--- src/rtl/led_matrix_scanner.sv ---
// Time-multiplexed scan driver for N_DISP LED matrices sharing one active-low row bus.
// Double-buffered frame store, swap at frame boundary, dwell/blank timing and 16-level PWM.
module led_matrix_scanner #(
    parameter int N_DISP = 2,
    parameter int N_COLS = 8,
    parameter int N_ROWS = 8,
    parameter int DWELL  = 16384,
    parameter int BLANK  = 4
) (
    input  logic                                       clk,
    input  logic                                       reset,
    input  logic                                       wr_en,
    input  logic [((N_DISP > 1) ? $clog2(N_DISP) : 1)-1:0] wr_disp,
    input  logic [$clog2(N_COLS)-1:0]                  wr_col,
    input  logic [N_ROWS-1:0]                          wr_data,
    input  logic                                       swap_req,
    input  logic [3:0]                                 bright,
    output logic [N_DISP*N_COLS-1:0]                   col_en,
    output logic [N_ROWS-1:0]                          row_n,
    output logic                                       swap_ack,
    output logic                                       frame_start
);
    localparam int DISP_W = (N_DISP > 1) ? $clog2(N_DISP) : 1;
    localparam int COL_W  = $clog2(N_COLS);
    localparam int NSLOT  = N_DISP * N_COLS;
    localparam int CNT_W  = $clog2((DWELL > BLANK) ? DWELL : BLANK) + 1;
    localparam int SEG    = DWELL / 16;

    localparam logic [CNT_W-1:0]  BLANK_LAST = CNT_W'(BLANK - 1);
    localparam logic [CNT_W-1:0]  DWELL_LAST = CNT_W'(DWELL - 1);
    localparam logic [DISP_W-1:0] DISP_LAST  = DISP_W'(N_DISP - 1);
    localparam logic [COL_W-1:0]  COL_LAST   = COL_W'(N_COLS - 1);

    typedef enum logic {ST_BLANK, ST_DRIVE} state_t;

    state_t              state, state_n;
    logic [CNT_W-1:0]    cnt, cnt_n;
    logic [CNT_W-1:0]    lit_len, lit_n;
    logic [COL_W-1:0]    col, col_n;
    logic [DISP_W-1:0]   disp, disp_n;
    logic                front, pending, fs_q, first;
    logic                active, boundary, do_swap, wr_ok;
    logic [31:0]         slot_idx;
    logic [NSLOT-1:0]    col_en_n;
    logic [N_ROWS-1:0]   fb [2][N_DISP][N_COLS];

    always_comb begin
        state_n  = state;
        cnt_n    = cnt + 1'b1;
        lit_n    = lit_len;
        col_n    = col;
        disp_n   = disp;
        active   = 1'b0;
        boundary = 1'b0;
        case (state)
            ST_BLANK: begin
                if (cnt == BLANK_LAST) begin
                    cnt_n   = '0;
                    lit_n   = CNT_W'((32'(bright) + 32'd1) * 32'(SEG));
                    state_n = ST_DRIVE;
                end
            end
            ST_DRIVE: begin
                active = (cnt < lit_len);
                if (cnt == DWELL_LAST) begin
                    cnt_n   = '0;
                    state_n = ST_BLANK;
                    // display index advances fastest, column wraps mark the frame end
                    if (disp == DISP_LAST) begin
                        disp_n = '0;
                        if (col == COL_LAST) begin
                            col_n    = '0;
                            boundary = 1'b1;
                        end else begin
                            col_n = col + 1'b1;
                        end
                    end else begin
                        disp_n = disp + 1'b1;
                    end
                end
            end
            default: state_n = ST_BLANK;
        endcase
    end

    assign do_swap  = boundary && (pending || swap_req);
    assign slot_idx = 32'(disp) * 32'(N_COLS) + 32'(col);
    assign col_en_n = active ? (NSLOT'(1) << slot_idx) : '0;
    assign wr_ok    = (32'(wr_disp) < 32'(N_DISP)) && (32'(wr_col) < 32'(N_COLS));

    always_ff @(posedge clk) begin
        if (!reset) begin
            state    <= ST_BLANK;
            cnt      <= '0;
            lit_len  <= '0;
            col      <= '0;
            disp     <= '0;
            front    <= 1'b0;
            pending  <= 1'b0;
            col_en   <= '0;
            row_n    <= '1;
            swap_ack <= 1'b0;
            fs_q     <= 1'b0;
            first    <= 1'b1;
        end else begin
            state    <= state_n;
            cnt      <= cnt_n;
            lit_len  <= lit_n;
            col      <= col_n;
            disp     <= disp_n;
            front    <= front ^ do_swap;
            pending  <= do_swap ? 1'b0 : (pending | swap_req);
            col_en   <= col_en_n;
            row_n    <= active ? ~fb[front][disp][col] : '1;
            swap_ack <= do_swap;
            fs_q     <= boundary;
            first    <= 1'b0;
        end
    end

    // Writes land in the pre-swap back bank, so a boundary-cycle write shows in the new frame.
    always_ff @(posedge clk) begin
        if (!reset) begin
            for (int b = 0; b < 2; b++)
                for (int d = 0; d < N_DISP; d++)
                    for (int c = 0; c < N_COLS; c++)
                        fb[b][d][c] <= '0;
        end else if (wr_en && wr_ok) begin
            fb[~front][wr_disp][wr_col] <= wr_data;
        end
    end

    // The first frame after reset begins in the release cycle itself, before any edge.
    assign frame_start = fs_q | (first & reset);

endmodule

--- config.mk ---
export PLATFORM = sky130hd
export DESIGN_NAME = led_matrix_scanner
export DESIGN_NICKNAME = d
export VERILOG_FILES = /design/src/rtl/led_matrix_scanner.sv
export SDC_FILE = /design/constraint.sdc
export NUM_CORES = 1
export LEC_CHECK = 0
export BUFFER_PORTS_ARGS = -buffer_cell sky130_fd_sc_hd__buf_2
export CORE_MARGIN = 2
export CORE_UTILIZATION = 55
export CTS_CLUSTER_SIZE = 28
export DETAILED_ROUTE_END_ITERATION = 7
export PLACE_DENSITY_LB_ADDON = 0.3
export SETUP_SLACK_MARGIN = 0.02
export SYNTH_ARGS = -nofsm -noshare
export SYNTH_HDL_FRONTEND = slang
export SYNTH_SLANG_ARGS = --single-unit
--- constraint.sdc ---
create_clock -name clk -period 3.2 [get_ports clk]
set_clock_uncertainty 0.15 [all_clocks]
set_input_delay 0.64 -clock clk [delete_from_list [all_inputs] [get_ports clk]]
set_output_delay 0.64 -clock clk [all_outputs]
set_load 0.01 [all_outputs]
### After elaboration in Yosys (flattened, before gate mapping)

Memory sizes are Yosys's and may differ from the RTL's. A register that Yosys moved wholly into a read port is not among the register bits.
Index checks and enable logic that the tools add are counted.
W data, S select, Z words.

* bits in latches: 0
* memories: 1
* flip-flop bits (word level): 54
* memory bits (read-only): 0
* RAM bits: 256

Memories
* fb: words 2, bits a word 128, read ports 1, clocked after memory_dff 1, wr ports 2, line 45 `logic [N_ROWS-1:0] fb [2][N_DISP][N_COLS];`

* reductions and logical operators: 10
* add/sub/neg operators: 5
* shifts and indexed selects: 1
* bitwise gates (word level): 12
* eq/ne operators: 3
* div/mod/pow operators: 0
* multiply operators: 0
* mux-type cells: 31
* $lt $le $gt $ge: 7

Operators with widths (count)
* $mux W128: 3
* $mux W64: 4
* $reduce_or A128 Y1: 1
* $demux W64 S1: 1
* $mux W15: 2
* $pmux W15 S2: 1
* $bmux W8 S3: 1
* $demux W8 S3: 1
* $mux W8: 3
* $shl A1 B5 Y16 const A: 1
* $add A15 B1 Y15 const B: 1
* $eq A15 B14 Y1 const B: 1
* $eq A15 B2 Y1 const B: 1
* $lt A15 B15 Y1: 1
* $mux W1: 13
* $ge A4 B4 Y1 const B: 2
* $not A3 Y4: 2
* $not A8 Y8: 1
* $reduce_and A2 Y1: 3
* $add A4 B1 Y5 const B: 1
* $add A4 B3 Y5: 1
* $ge A2 B2 Y1 const B: 2
* $lt A4 B1 Y1 const B: 1
* $not A1 Y2: 2
* 14 further kinds: 19

### Depth between registers and ports, before layout

Gate-level depths: netlist of the first run.

* word-level depth: 10
* mapped depth: 7
* depth with buffers taken out: 6

### Least setup slack after synthesis of the first run

No wires, ideal clock.

* path type: in2reg
* start: input port reset
* end: memory fb[0][64] in the netlist's numbering (enable)
* data required time: 2721 ps
* buffers on the path: 3
* library setup time: 329 ps
* setup slack: 634 ps
* stages: 7
* arrival time: 2087 ps
* cells stage by stage: clkbuf_1 > and2_1 > clkbuf_1 > nand2_1 > or3_1 > clkbuf_1 > nand2_1

RTL lines
* start, declared: line 11 `input logic reset,`
* end, declared: line 45

### Worst setup path in the final report of the first run

* start: register col[0]
* end: register row_n[7]

* longest elaborated chain between the ends: 5

RTL lines
* start, declared: line 39 `logic [COL_W-1:0] col, col_n;`
* start signal, assigned: line 109 `col <= col_n;`
* $not A3 Y4 (not written as such): line 114 `row_n <= active ? ~fb[front][disp][col] : '1;`
* $bmux W8 S3: line 114
* $mux W8 (not written as such) (2 in series): line 114
* $not A8 Y8: line 114
* end signal, assigned: line 114
* end, declared: line 19 `output logic [N_ROWS-1:0] row_n,`

No other way between the ends. The select of a mux whose other input is x is not followed.
A chain may end at the register's enable or synchronous reset.

==> results of run 1 <==
[area by class of cell]
type                       instances  area share [%]
sequential                       311            59.9
timing repair buffer              85            3.83
clock buffer                      34            5.36
clock inverter                    22            1.54
multi-input combinational        584            26.3
tap                              319            2.72
inverter                          17           0.434
[power groups by stage]
stage | combinational (mW) | sequential (mW) | clock, mW
floorplan | 0.179 | 4.67 | 0
global placement | 0.312 | 4.68 | 0
detailed placement | 0.318 | 4.68 | 0
CTS | 0.320 | 4.60 | 3.65
global route | 0.347 | 4.61 | 3.80
finish | 0.321 | 4.60 | 3.61
[cell usage in the layout (no fill, tap or decap), drive strengths merged, types with 6 or more instances in the layout]
master and instances:
edfxtp 256, inv 17, nor2 170, a221oi 32, xor2 8, nand2 63, o21ai 19, o22ai 16
a21oi 8, xnor2 6, clkbuf 34, a22o 32, clkinv 15, ha 12, buf 85, and3 17
nand3 8, or3 14, dfxtp 55, mux2i 132
[state kept, by name (all words and copies together) (netlist names), named ones only]
name and cells:
swap_ack 1, col_en 16, col 3, fs_q 1, front 1, row_n 8, lit_len 5, fb 256
pending 1, state 1, cnt 15, disp 1, first 1
[logic make-up (layout without fill, tap and decap cells)]
group | count (synthesis) | after routing
buffers and inverters | 71 | 158
and+or+nand+nor | 311 | 311
DFF | 311 | 311
xor gates and xnor gates | 14 | 14
AOI/OAI and AO/OA | 115 | 115
muxes | 132 | 132
adders and majority gates | 12 | 12
[critical path, cell delays in order (launching register included)]
cell	delay (ns)
dfxtp_1	0.40
and2_1	0.63
a22o_1	0.42
a221oi_1	0.47
o22ai_1	0.25
or3_1	0.38
[metrics by stage]
stage	total power [mW]	instances	setup slack [ns]
after floorplan	4.85	966	0.634
after global placement	4.99	1316	0.294
after detailed placement	5.00	1316	0.247
after CTS	8.56	1372	0.392
after global routing	8.76	1372	0.281
final	8.53	1372	0.345
[worst paths after layout]
path / end / slack, ns / startpoint
hold reg to reg: lit_len[10]$_SDFFE_PN0P_ / 0.31 / lit_len[10]$_SDFFE_PN0P_
hold / removal: lit_len[10]$_SDFFE_PN0P_ / 0.24 / bright[0]
setup / recovery: row_n[7]$_SDFF_PN1_ / 0.34 / col[0]$_SDFFE_PN0P_
setup reg to reg: row_n[7]$_SDFF_PN1_ / 0.34 / col[0]$_SDFFE_PN0P_
[per-layer routing]
metal  part of all wire (%)  GRT usage (%)  up-vias
met3                    8.9           5.04       71
met2                     45           38.1      367
li1                       -              -     3720
met1                     42           35.3     3934
met5                      0              0        -
met4                    3.7           8.83        0
==> impl_results.md, run 1 <==
* Synth Area in XOR/XNOR at 0.947%
* CTS resizes at 0
* NetSw at between 1.5 and 2 mW
* Inserted Diodes at 0
* Crit path capture type: flop
* Vias per cell at around 5.9
* Post-route ant nets at 0
* Total leakage power at around 5.1 nW
* Final nets at between 1000 and 1500
* R2R depth at 5
* Register bit count reported by yosys at 311
* Synth Area in Simple Gates at a little over a tenth
* Core Area at roughly 0.023 mm²
* Power Dens Cells at between 500 and 600 mW/mm²
* Main area contributors after synthesis: edfxtp_1 (59%), mux2i_1 (10%), dfxtp_1 (8.5%)
* Number of synthesized flops with an enable pin at between 200 and 300
* Postcts setup bufs at 0
* Syn_nets at ~1000
* Fmax at 350 MHz
* Mean Syn Cell Area at about 13 µm²
* Worst EP arrival at 3.13 ns
* Sequential share of the synthesized area at 67.9%
* Register share of total power at 53.9%
* Worst slew pin tran at roughly 1.3 ns
* Number of library cell types mapped by synthesis at 44
* Cells after Synth at about 970
* Slew headroom at roughly an eighth
* Synth area leader: edfxtp_1
* Routability congestion estimate at between 0.8 and 0.9
* I/O Pins at 46
* Fin Hold WS at 0.243 ns
* Via count at a little over 8000
* Die area at 0.0248 mm²
* Cells on Worst Hold Path at 3
* Post-detailed-route wirelength per cell at around 22 µm
* CTS H-tree depth at 1
* Footprint of the multi-input gates at 0.00386 mm²
* RSZ-0062 raised after global routing: false
* Peak supply drop at 0.000450 V
* Share of the synthesized area in the top cell type at between 50 and 60%
* TNS Setup at 0 ns
* Gate power share at roughly 3.8%
* Mux contribution to synthesized area at 10.2%
* DRC at 0
* Share of layout cells above drive strength 1 at a little over an eighth
* Commonest cells post-synth: edfxtp_1 (256), nor2_1 (170), mux2i_1 (132)
* Crit path launch type: flop
* Layout Utilization at a little over three fifths
* Switching share of power at slightly above 20%
* Adder-cell share of the synthesized area at under 10%
* Hold_buf cts at 0
* Placed instance area at ~0.014 mm²
* GR Overflow Total at 0
* Largest family of logic cells by synthesized area: simple AND/OR/NAND/NOR gates
* Initial antenna violation count at 1
* Vias in the first global route at approximately 7500
* CTS max path bufs at 3
* Clock power share at around 42%
* Clk_lat worst skew at approximately 0.55 ns
* CTS Buf Count at 31
* Max_cap viols at 0
* Top FF cell, synth: edfxtp_1
* Dpl hpwl at 19.2 mm
* Rows at 56
* Top-count cell post-synth: edfxtp_1
* Area Growth Syn to Fin at 13.4%
* Post-route clock period utilization at 89.2%
* Gr usage total at about a quarter
* Yosys warns at 0
* Die Wd at around 160 µm
* Number of I/O port buffers at between 40 and 50
* Overall die height at 157 µm
* Min Tclk post-route at approximately 2.9 ns
* Detailed Route Iter0 Violations at between 800 and 900
* Initial Util at a little under three fifths
* Drt pass-1 iters at 7
* Endpoints failing hold at 0
* Post-synthesis compound-gate area fraction at 6.60%
* CTS sink count at just over 300
* Fraction of registers with async set/reset at 0%
* Final Setup Violations at 0
* Critical Path RT at 3.48 ns
* Largest net degree at the start of global routing at 43
* WS Path Type: flop to flop
* Final Cell Area at 0.0147 mm²
* Final wirelength at ~30 mm
* First-pass GRT wire length at 45.1 mm
* Hold WC Path Type: input port to flop
* Post-synthesis cell area at between 0.01 and 0.015 mm²
* Worst Path Max Fanout at 32
* Status: completed
* Root Buffer: clkbuf_16
* Fin. max-slew vios at 0
* Filler cells at about 1800
* Worst-path clk slew at ~0.060 ns
* Register Area at about 0.0088 mm²
* CTS tree: yes
* Internal power at slightly below 7 mW
No activity file was read; power rests on OpenSTA's default activity.
==> run 2: changes to the inputs <==
- ABC_AREA: unset -> 1
==> impl_results.md, run 2 <==
* Worst Path Max Fanout at 42 (+31%)
* Vias in the first global route at 9664 (+28%)
* Gr usage total at 27.8% (+3.0 points)
* Critical Path Max Stage Delay at 0.61 ns (-0.02 ns)
* Final nets at 1430 (+35%)
* Worst slew pin tran at 0.902 ns (-0.417 ns)
* Initial antenna violation count at 0 (-1)
* Number of I/O port buffers at 45 (unchanged)
* Most frequent cells in the layout: nand2_1 (366), edfxtp_1 (256), nand3_1 (248)
* I/O Pins at 46 (unchanged)
* Critical Path Most Common Cell: nand3_1
* Yosys warns at 0 (unchanged)
* Register bit count reported by yosys at 311 (unchanged)
* Final Setup Violations at 0 (unchanged)
* Crit path launch type: flop
* Rows at 57 (+1.8%)
* CTS resizes at 0 (unchanged)
* Buffers and inverters on the worst path at 2 (+2)
* Critical Path RT at 3.51 ns (+0.03 ns)
* Sequential share of the synthesized area at 65.3% (-2.5 points)
* Post-route ant nets at 0 (unchanged)
* Placed instance area at 0.0141 mm² (+2.7%)
* Die area at 0.0257 mm² (+3.8%)
* Hold_buf cts at 0 (unchanged)
* Largest net degree at the start of global routing at 68 (+58%)
* Peak supply drop at 0.000475 V (+5.7%)
* Worst EP arrival at 2.95 ns (-0.18 ns)
* Final Cell Area at 0.0151 mm² (+2.8%)
* Crit path capture type: flop
* Initial Util at 55.6% (about the same)
* Clk_lat worst skew at 0.51 ns (-0.04 ns)
* Hold path start: bright[0]
* Largest register FFs at 256 (unchanged)
* Synth Area in Simple Gates at 27.7% (+17 points)
* Via count at 9996 (+24%)
* CTS tree: yes
* Slew headroom at 39.8% (+28 points)
* Top FF cell, synth: edfxtp_1
* Pwr Total at 8.55 mW (+0.28%)
* Die Wd at 160 µm (+1.9%)
* Cells after Synth at 1350 (+40%)
* Synth area leader: edfxtp_1
* CTS H-tree depth at 2 (+1)
* Vias per cell at 5.72 (-3.0%)
* Largest family of logic cells by synthesized area: simple AND/OR/NAND/NOR gates
* Fmax at 379 MHz (+8.2%)
* Fin. max-slew vios at 0 (unchanged)
* Main area contributors after synthesis: edfxtp_1 (57%), nand2_1 (10%), nand3_1 (9.2%)
* Top Family by Delay on Critical Path: buffers and inverters
* CTS sink count at 311 (unchanged)
* Root Buffer: clkbuf_16
* GR Overflow Total at 0 (unchanged)
* Commonest cells post-synth: nand2_1 (366), edfxtp_1 (256), nand3_1 (248)
* Post-synthesis cell area at 0.0135 mm² (+3.9%)
* Register Area at 0.00879 mm² (about the same)
* Number of library cell types mapped by synthesis at 31 (-30%)
* Share of layout cells above drive strength 1 at 11.7% (-1.8 points)
* Ordered cell list for the critical path: clkinv_2 -> buf_4 -> nand2_1 -> nand3_1 -> nand3_1 -> nand3_1 -> nand2_1 -> nand2_1 -> nand3_1
* Fin Hold WS at 0.194 ns (-0.0488 ns)
* RSZ-0062 raised after global routing: false
* Mean Syn Cell Area at 9.96 µm² (-26%)
* Max_cap viols at 0 (unchanged)
* Post-synthesis compound-gate area fraction at 1.33% (-5.3 points)
* Power Dens Cells at 566 mW/mm² (-2.5%)
* WS Path Type: flop to flop
* First-pass GRT wire length at 54.4 mm (+21%)
* Filler cells at 1971 (+11%)
* Synth Area in XOR/XNOR at 0.521% (-0.43 points)
* Overall die height at 160 µm (+1.9%)
* CTS max path bufs at 3 (unchanged)
* CP max-delay cell: clkinv_2
* Min Tclk post-route at 2.64 ns (-0.215 ns)
* Dpl hpwl at 21.3 mm (+11%)
* Top flop regs: fb x256, col_en x16, cnt x15
* Drt pass-1 iters at 8 (+1)
* Area Growth Syn to Fin at 12.3%
* DRC at 0 (unchanged)
* Post-detailed-route wirelength per cell at 20.1 µm (-9.2%)
* Fraction of registers with async set/reset at 0% (unchanged)
* Commonest non-fill, non-tap cell in the layout: nand2_1
* Routability congestion estimate at 0.832 (+2.0%)
* Number of synthesized flops with an enable pin at 256 (unchanged)
* Detailed Route Iter0 Violations at 1365 (+61%)
* Final wirelength at 35.1 mm (+16%)
* Top-count cell post-synth: nand2_1
* TNS Setup at 0 ns (unchanged)
* Endpoints failing hold at 0 (unchanged)
* Postcts setup bufs at 0 (unchanged)
* Mux contribution to synthesized area at 0% (-10 points)
* Hold WC Path Type: input port to flop
* CTS Buf Count at 34 (+9.7%)
* Syn_nets at 1382 (+38%)
* Core Area at 0.0242 mm² (+3.9%)
* Total leakage power at 5.79 nW (+13%)
* Footprint of the multi-input gates at 0.00413 mm² (+6.9%)
* Biggest register: fb
* Worst-path clk slew at 0.06 ns (about the same)
* Share of the synthesized area in the top cell type at 57.2% (-2.2 points)
* Status: completed
* Adder-cell share of the synthesized area at 1.12% (-0.043 points)
* Post-route clock period utilization at 82.5% (-6.7 points)
[run 2: cell count changes in the layout (fill, tap and decap cells not counted), moves of 11 or more]
cell,before,now
a22o_1,32,0
nor2_1,169,205
a21oi_1,8,25
or3_1,12,0
mux2i_1,132,0
inv_1,17,40
and3_1,16,0
o22ai_1,16,0
nand2_1,63,366
a221oi_1,32,0
o21ai_0,18,7
nand3_1,8,248
[run 2: worst register-to-register path, stage by stage, from the launching register on]
cell	delay, ns
dfxtp_4	0.58
clkinv_2	0.62
buf_4	0.43
nand2_1	0.08
nand3_1	0.08
nand3_1	0.23
nand3_1	0.12
nand2_1	0.14
nand2_1	0.07
nand3_1	0.09
[run 2: worst paths after layout]
| check | end | slack [ns] | depth (start not counted) |
|---|---|---|---|
| min | lit_len[10]$_SDFFE_PN0P_ | 0.19 | 2 |
| max | row_n[6]$_SDFF_PN1_ | 0.56 | 9 |
| max reg2reg | row_n[6]$_SDFF_PN1_ | 0.56 | 9 |
| min reg2reg | cnt[0]$_SDFF_PN0_ | 0.29 | 1 |
[run 2: per-layer routing]
metal	up-vias	GRT usage [%]	wire length (µm)	part of all wire (%)
li1	4670	-	-	-
met1	4734	39.8	14400	41
met2	512	42.5	16000	46
met3	80	6.22	3620	10
met4	0	9.46	964	2.7
met5	-	0	0	0
[run 2: cells by family after synthesis]
logic type / count (synthesis)
flip-flops: 311
AND/OR/NAND/NOR: 861
adder cells (fa/ha/maj): 12
XOR/XNOR: 8
AO/OA/AOI/OAI: 35
buffers and inverters: 123
[run 2: power breakdown]
group          internal (mW)  switching [mW]
sequential              4.51          0.0370
combinational         0.0798           0.257
clock                   2.15            1.52
total                   6.74            1.82
[run 2: area by class of cell]
class	instances	share of cell area, %
multi-input combinational	916	27.3
clock buffer	49	6.55
tap	324	2.68
timing repair buffer	85	3.56
clock inverter	12	0.389
inverter	50	1.25
sequential	311	58.2
antenna	1	0.0166
[run 2: through the flow]
step / utilization, % / setup slack (ns) / instances
2_1_floorplan: - / 1.02 / 1350
3_3_place_gp: 58.1 / 0.558 / 1686
3_5_place_dp: 58.1 / 0.515 / 1686
4_1_cts: 62.5 / 0.608 / 1747
5_1_grt: 62.5 / 0.408 / 1747
6_report: 62.5 / 0.560 / 1748
==> run 3: changes to the inputs <==
- clock period: 3.2 -> 2.7 ns (I/O delays scaled with it)
==> impl_results.md, run 3 (synthesized netlist as in run 2, its figures left out) <==
* Status: completed
* CTS H-tree depth at 2 (unchanged)
* Hold WC Path Type: input port to flop
* I/O Pins at 46 (unchanged)
* Share of layout cells above drive strength 1 at 12.3% (+0.52 points)
* GR Overflow Total at 0 (unchanged)
* Rows at 57 (unchanged)
* Die area at 0.0257 mm² (unchanged)
* RSZ-0062 raised after global routing: false
* Post-detailed-route wirelength per cell at 19.8 µm (-1.4%)
* Routability congestion estimate at 0.879 (+5.7%)
* Worst slew pin tran at 0.828 ns (-0.0743 ns)
* Fin Hold WS at 0.0957 ns (-0.0986 ns)
* First-pass GRT wire length at 53.7 mm (-1.3%)
* Number of I/O port buffers at 45 (unchanged)
* Post-route clock period utilization at 87.0% (+4.5 points)
* Worst setup startpoint: cnt[12]$_SDFF_PN0_
* Initial Util at 55.6% (unchanged)
* NetSw at 2.16 mW (+19%)
* R2R setup slack at 0.35 ns (-0.21 ns)
* Largest net degree at the start of global routing at 68 (unchanged)
* Placed Cells at 1692 (+0.36%)
* Detailed Route Iter0 Violations at 1378 (+0.95%)
* Filler cells at 1868 (-5.2%)
* Most frequent cells in the layout: nand2_1 (366), edfxtp_1 (256), nand3_1 (248)
* Worst-path clk slew at 0.06 ns (about the same)
* Commonest non-fill, non-tap cell in the layout: nand2_1
* Inserted Diodes at 0 (-1)
* Postcts setup bufs at 0 (unchanged)
* Power Dens Cells at 670 mW/mm² (+18%)
* R2R depth at 8 (-1)
* Hold path start: bright[0]
* WS Path Type: flop to flop
* Initial antenna violation count at 0 (unchanged)
* Critical Path RT at 2.97 ns (-0.54 ns)
* Worst Path Max Fanout at 10 (-76%)
* Die Wd at 160 µm (unchanged)
* Layout Utilization at 63.0% (+0.55 points)
* Peak supply drop at 0.000375 V (-21%)
* Internal power at 8.05 mW (+19%)
* CTS sink count at 311 (unchanged)
* Crit path launch type: flop
* Crit path capture type: flop
* Overall die height at 160 µm (unchanged)
* Vias in the first global route at 9582 (-0.85%)
* TNS Setup at 0 ns (unchanged)
* Vias per cell at 5.74 (+0.44%)
* Endpoints failing hold at 0 (unchanged)
* Clk_lat worst skew at 0.51 ns (about the same)
* Biggest register: fb
* Min Tclk post-route at 2.35 ns (-0.292 ns)
* Final nets at 1436 (+0.42%)
* Core Area at 0.0242 mm² (unchanged)
* CTS Buf Count at 34 (unchanged)
* Gr usage total at 27.3% (-0.53 points)
* Clock power share at 43.4% (+0.5 points)
* Final Setup Violations at 0 (unchanged)
* Largest register FFs at 256 (unchanged)
* Post-route ant nets at 0 (unchanged)
* Reg-to-Reg Start: cnt[12]$_SDFF_PN0_
* CTS max path bufs at 3 (unchanged)
* Switching share of power at 21.2% (-0.051 points)
* Total leakage power at 5.85 nW (+1.0%)
* Via count at 10100 (+0.67%)
* Fmax at 426 MHz (+12%)
* Placed instance area at 0.0142 mm² (+0.85%)
* Gate power share at 3.9% (about the same)
* FF-to-FF End: col_en[3]$_SDFF_PP0_
* Final Cell Area at 0.0152 mm² (+0.89%)
* Max_cap viols at 0 (unchanged)
* Critical Path Sink: col_en[3]$_SDFF_PP0_
* Drt pass-1 iters at 5 (-3)
* Hold_buf cts at 0 (unchanged)
* Dpl hpwl at 21.4 mm (+0.21%)
* DRC at 0 (unchanged)
* Top flop regs: fb x256, col_en x16, cnt x15
* Area Growth Syn to Fin at 13.3%
* Slew headroom at 44.7% (+4.9 points)
* Root Buffer: clkbuf_16
* Final std cells w/o fill at 1752 (+0.23%)
* Worst EP arrival at 2.62 ns (-0.33 ns)
* CTS resizes at 0 (unchanged)
* CTS tree: yes
* Final wirelength at 34.7 mm (-1.1%)
* Register share of total power at 52.8% (-0.3 points)
* Fin. max-slew vios at 0 (unchanged)
## run 3: cell types whose count changed in the layout (fill, tap and decap cells not counted)
cell / before / now
clkinv_2: 5 / 3
bufinv_16: 0 / 1
clkbuf_16: 36 / 35
clkbuf_8: 4 / 5
clkbuf_1: 9 / 8
clkinv_4: 0 / 1
diode_2: 1 / 0
clkinv_1: 7 / 5
clkinvlp_2: 0 / 2
buf_12: 1 / 7
## run 3: layer usage
layer / routed length, µm / global-route usage [%] / up-vias
met5: 0 / 0 / -
met4: 1130 / 10.8 / 0
met3: 4030 / 5.60 / 75
met2: 15500 / 40.6 / 611
met1: 14000 / 39.7 / 4697
li1: - / - / 4680
## run 3: how the worst min path moves through the flow
stage | cells past startpoint | endpoint
3_5_place_dp | 1 | cnt[0]$_SDFF_PN0_
4_1_cts | 2 | lit_len[10]$_SDFFE_PN0P_
5_1_grt | 2 | lit_len[10]$_SDFFE_PN0P_
6_report | 2 | lit_len[10]$_SDFFE_PN0P_
2_1_floorplan | 1 | cnt[0]$_SDFF_PN0_
3_3_place_gp | 1 | cnt[0]$_SDFF_PN0_
## run 3: final cells by class
cell class,count,area (µm²),area share (%)
repair buffers,91,658,4.32
clock inverters,12,90.1,0.591
multi-input cells,916,4130,27.1
inverters,50,189,1.24
flip-flops and latches,311,8790,57.7
clock buffers,48,975,6.40
well taps,324,405,2.66
## run 3: power groups by stage
stage	logic [mW]	clock network [mW]	registers [mW]
6_report	0.395	4.43	5.39
5_1_grt	0.429	4.66	5.40
4_1_cts	0.390	4.44	5.39
3_5_place_dp	0.388	0	5.49
3_3_place_gp	0.380	0	5.49
2_1_floorplan	0.218	0	5.48
## run 3: worst max-delay path, cell delays in order (launching register included)
cell     delay, ns
dfxtp_1       0.46
ha_1          0.29
nand2_1       0.06
inv_1         0.03
o21ai_0       0.13
nand3_1       0.18
nor3_4        0.54
nand2_2       0.26
nor2_1        0.17
## run 3: through the flow
step                setup WS, ns  total power, mW
floorplan                  0.618             5.69
global placement           0.473             5.87
detailed placement         0.406             5.88
CTS                        0.378             10.2
global route               0.156             10.5
finish                     0.352             10.2
